===== src/rtl/regfile_responder.sv =====
// regfile_responder: 2^ADDR_BITS x WIDTH architectural register file.
// It has two combinational read ports and one clocked write port.
// Register 0 is hard-wired to zero.
// Optional feature macro: REGFILE_WRITE_BYPASS_EN. When it is defined, an
// in-flight write is forwarded combinationally to any read port whose
// address matches the write address.

// One storage entry. The write-enable arrives already decoded and gated by
// RegWrite, so an X on the address or data cannot reach the flop while the
// entry is idle.
module regfile_entry #(
  parameter int WIDTH = 32
) (
  input  logic             gclk,
  input  logic             grst_n,
  input  logic             we,
  input  logic [WIDTH-1:0] wd,
  output logic [WIDTH-1:0] q
);
  logic [WIDTH-1:0] data_d, data_q;

  // Hold the stored value unless this entry is the write target.
  always_comb begin
    data_d = data_q;
    if (we) data_d = wd;
  end

  // Async clear has priority, so an edge that arrives while reset is low
  // cannot load data.
  always_ff @(posedge gclk or negedge grst_n) begin
    if (!grst_n) data_q <= '0;
    else         data_q <= data_d;
  end

  assign q = data_q;
endmodule

module regfile_responder #(
  parameter int WIDTH     = 32,
  parameter int ADDR_BITS = 5
) (
  input  logic                 Clk,
  input  logic                 Reset_n,
  input  logic [ADDR_BITS-1:0] ReadRegister1,
  input  logic [ADDR_BITS-1:0] ReadRegister2,
  output logic [WIDTH-1:0]     ReadData1,
  output logic [WIDTH-1:0]     ReadData2,
  input  logic [ADDR_BITS-1:0] WriteRegister,
  input  logic [WIDTH-1:0]     WriteData,
  input  logic                 RegWrite
);
  localparam int N = 1 << ADDR_BITS;

  logic [N-1:0][WIDTH-1:0] regs;
  logic [N-1:1]            we;

  // Entry 0 has no storage and always reads zero.
  assign regs[0] = '0;

  // One-hot write decode. RegWrite=0 forces every enable low, even if
  // WriteRegister is X.
  always_comb begin
    we = '0;
    for (int i = 1; i < N; i++)
      we[i] = RegWrite && (WriteRegister == ADDR_BITS'(i));
  end

  for (genvar i = 1; i < N; i++) begin : g_ent
    regfile_entry #(.WIDTH(WIDTH)) u_ent (
      .gclk  (Clk),
      .grst_n(Reset_n),
      .we    (we[i]),
      .wd    (WriteData),
      .q     (regs[i])
    );
  end

`ifdef REGFILE_WRITE_BYPASS_EN
  logic byp_ok;
  assign byp_ok = RegWrite && Reset_n && (WriteRegister != '0);

  // Each read port is an independent mux. A matching in-flight write is
  // forwarded to the port. Address 0 never matches, because byp_ok excludes it.
  always_comb begin
    ReadData1 = regs[ReadRegister1];
    ReadData2 = regs[ReadRegister2];
    if (byp_ok && (WriteRegister == ReadRegister1)) ReadData1 = WriteData;
    if (byp_ok && (WriteRegister == ReadRegister2)) ReadData2 = WriteData;
  end
`else
  // Each read port is an independent mux that reads stored contents only.
  // There is no path from WriteData to ReadData.
  always_comb begin
    ReadData1 = regs[ReadRegister1];
    ReadData2 = regs[ReadRegister2];
  end
`endif
endmodule

===== config.mk =====
export PLATFORM = sky130hd
export DESIGN_NAME = regfile_responder
export DESIGN_NICKNAME = d
export VERILOG_FILES = /design/src/rtl/regfile_responder.sv
export SDC_FILE = /design/constraint.sdc
export NUM_CORES = 2
export LEC_CHECK = 0
export CAP_MARGIN = 20
export CORE_UTILIZATION = 40
export CTS_CLUSTER_SIZE = 16
export DETAILED_ROUTE_END_ITERATION = 8
export SYNTH_ARGS = -nofsm -noshare
export SYNTH_HDL_FRONTEND = slang
export SYNTH_SLANG_ARGS = --single-unit

===== constraint.sdc =====
create_clock -name Clk -period 3.8 [get_ports Clk]
set_clock_uncertainty 0.2 [all_clocks]
set_input_delay 0.76 -clock Clk [delete_from_list [all_inputs] [get_ports Clk]]
set_output_delay 0.76 -clock Clk [all_outputs]
set_load 0.02 [all_outputs]

==> impl_metrics.env <==
export IMPL_status="complete, no violations"
export IMPL_grt_usage=0.255
export IMPL_ant_nets=0
export IMPL_rsz0062_at_grt="yes"
export IMPL_syn_cell_area_um2=53200
export IMPL_route_detailed_drc=0
export IMPL_synthCells=3605
export IMPL_worstReg2RegEnd="g_ent[24].u_ent.q[31]$_DFFE_PN0P_"
export IMPL_setup_violations=0
export IMPL_maxUsedRoutingLayer="met5"
export IMPL_grt_max_degree=108
export IMPL_stdcell_count=5667
export IMPL_hold_viol_final=0
export IMPL_drv_slew=0
export IMPL_routedWlPerCell_um=30.1
export IMPL_holdPathStages=1
export IMPL_clk_pin_slew_ps=60
export IMPL_drt_iter0_markers=2520
export IMPL_cts_sinks=992
export IMPL_core_area_um2=132000
export IMPL_syn_num_nets=3655
export IMPL_ys_types=30
export IMPL_holdWs_ps=300
export IMPL_largest_reg_flops=992
export IMPL_clock_path_buffers=3
export IMPL_cp_arrival_ps=2840
export IMPL_die_x_um=367
export IMPL_cts_tree="built"
export IMPL_dp_cells=5414
export IMPL_r2r_start="g_ent[24].u_ent.q[31]$_DFFE_PN0P_"
export IMPL_worst_r2r_cell_count=1
export IMPL_timing_fmax_ghz=0.263
export IMPL_vias=34700
export IMPL_drive_gt1_frac=0.520
export IMPL_wl_met3_mm=9.03
export IMPL_synth_seq_cells=992
export IMPL_place_hpwl_mm=104
export IMPL_critical_path_class="in -> out"
export IMPL_ys_warn_count=0
export IMPL_clock_latency_ps=710
export IMPL_die_area_um2=135000
export IMPL_antenna_found_initial=7
export IMPL_htree_num_levels=3
export IMPL_hold_path_class="reg -> reg"
export IMPL_die_h_um=367
export IMPL_holdPathEnd="g_ent[14].u_ent.q[10]$_DFFE_PN0P_"
export IMPL_viasPerCell=6.13
export IMPL_avgSynthCellArea_um2=14.8
export IMPL_start_util=0.404
export IMPL_dr_pass1_iters=7
export IMPL_worst_setup_path_start_kind="input pin"
export IMPL_num_nets_final=3872
export IMPL_synth_yosys_seq_area_share=0.466
export IMPL_overflow=0
export IMPL_routed_wl_mm=171
export IMPL_cts_root_buf="clkbuf_16"
export IMPL_area_growth_pct=20.0
export IMPL_grt_pass1_vias=36500
export IMPL_worstMarginPinSlew_ps=1080
export IMPL_total_leakage_power_nw=27.9
export IMPL_crit_fanout=16
export IMPL_min_from="g_ent[14].u_ent.q[10]$_DFFE_PN0P_"
export IMPL_drv_cap=0
export IMPL_regToRegSetupSlack_ps=2770
export IMPL_io_pins=114
export IMPL_end_kind="output port"
export IMPL_cts_buffers=114
export IMPL_dr_wl_met2_mm=83.0
export IMPL_rows=133
export IMPL_max_vdd_ir_drop_mv=0.346
export IMPL_layout_min_cycle_time_ps=3800
export IMPL_port_buffers=113
export IMPL_finalCritPeriodShare=0.999
export IMPL_p_per_area_nw_per_um2=510
export IMPL_crit_required_ps=2840
export IMPL_grt_pass1_wl_mm=253
export IMPL_routabilityCongestion=0.793
export IMPL_max_slew_margin=0.280
export IMPL_m1WireLength_mm=73.6
metal layers:
layer  vias to the layer above  GRT usage
met5                         -          0
met4                         6     0.0732
met3                       311     0.0405
met2                       954      0.421
met1                     19000      0.347
li1                      14500          -
timing repair:
action / CTS / global route
setup buffers: 3 / 25
setup endpoints to repair: 61 / 23
endpoints found under the hold margin: 30 / 0
pin swaps: 3 / 0
resized for setup: 102 / 35
cloned: 5 / 4
hold buffers: 1 / 0
metrics by stage:
| step | util | setup TNS, ps | setup WS, ps | power, mW | area (um^2) |
|---|---|---|---|---|---|
| after CTS | 0.480 | -350 | -194 | 32.7 | 63200 |
| after detailed placement | 0.447 | -10800 | -733 | 21.3 | 59000 |
| after global routing | 0.485 | -42.6 | -17.3 | 34.0 | 63900 |
| after global placement | 0.447 | -11200 | -745 | 21.1 | 59000 |
| final | 0.485 | 0 | 2.56 | 32.6 | 63900 |
| after floorplan | - | 0 | 472 | 18.8 | 53200 |
worst max-delay path by stage:
stage                           startpoint            end  slack (ps)
final                     ReadRegister2[0]   ReadData2[1]           3
after floorplan           ReadRegister2[0]  ReadData2[10]         470
after global routing      ReadRegister1[0]  ReadData1[26]         -20
after CTS                 ReadRegister2[0]   ReadData2[4]        -190
after detailed placement  ReadRegister1[0]  ReadData1[31]        -730
after global placement    ReadRegister1[0]  ReadData1[31]        -750
Yosys cell counts, drive strengths merged:
library cell | count | share of area
o21ai | 64 | 0.0060
mux2i | 192 | 0.036
nor3 | 3 | 0.00028
nand3 | 1 | 0.000094
nor3b | 2 | 0.00038
a22o | 192 | 0.032
and2 | 66 | 0.0078
nor2b | 10 | 0.0012
inv | 2 | 0.00014
mux4 | 384 | 0.16
nand4b | 3 | 0.00049
mux2 | 1056 | 0.22
buf | 190 | 0.020
or3 | 3 | 0.00035
dfrtp | 992 | 0.47
nand2b | 5 | 0.00059
o22ai | 64 | 0.0075
nand4 | 1 | 0.00012
nor4 | 1 | 0.00023
clkbuf | 216 | 0.015
nor2 | 15 | 0.0011
nand2 | 15 | 0.0011
o31ai | 64 | 0.0090
a211oi | 64 | 0.0090
power breakdown:
part / internal, mW / total, mW / switching, mW / leakage, nW
combinational: 4.33 / 7.16 / 2.83 / 13.3
sequential: 12.6 / 14.1 / 1.46 / 12.7
clock: 6.79 / 11.3 / 4.54 / 1.88
total: 23.8 / 32.6 / 8.83 / 27.9
kinds of logic after synthesis:
| logic type | Yosys count | share of synthesized area |
|---|---|---|
| mux | 1632 | 0.422 |
| buf+inv | 408 | 0.0352 |
| compound gates | 448 | 0.0632 |
| flops | 992 | 0.466 |
| simple gates | 125 | 0.0136 |
cell usage in the layout (no fill, tap or decap), types with 47 or more instances in the layout:
| master | Yosys | layout |
|---|---|---|
| a211oi_1 | 64 | 59 |
| and2_1 | 66 | 64 |
| buf_4 | 30 | 274 |
| buf_12 | 0 | 109 |
| o31ai_1 | 64 | 47 |
| a22o_1 | 192 | 192 |
| o22ai_1 | 64 | 63 |
| clkbuf_16 | 0 | 125 |
| mux2_2 | 959 | 959 |
| mux2_1 | 97 | 97 |
| mux2i_1 | 192 | 192 |
| dfrtp_1 | 992 | 992 |
| o21ai_1 | 64 | 48 |
| mux4_2 | 384 | 384 |
critical path, stage by stage:
cell and delay, ps:
buf_16 160, buf_16 200, buf_4 140, clkbuf_16 180, mux4_2 350, mux2i_1 60, and2_1 150, o31ai_1 530
buf_4 250
layout make-up:
cell class / count / area [um^2]
clock inverter: 33 / 475
multi-input combinational: 2205 / 27000
inverter: 2 / 7.51
antenna: 1 / 2.50
tap: 1755 / 2200
fill: 11400 / 67900
timing repair buffer: 507 / 6070
sequential: 992 / 24800
clock buffer: 172 / 3350
(Power assumes the default switching activity.)
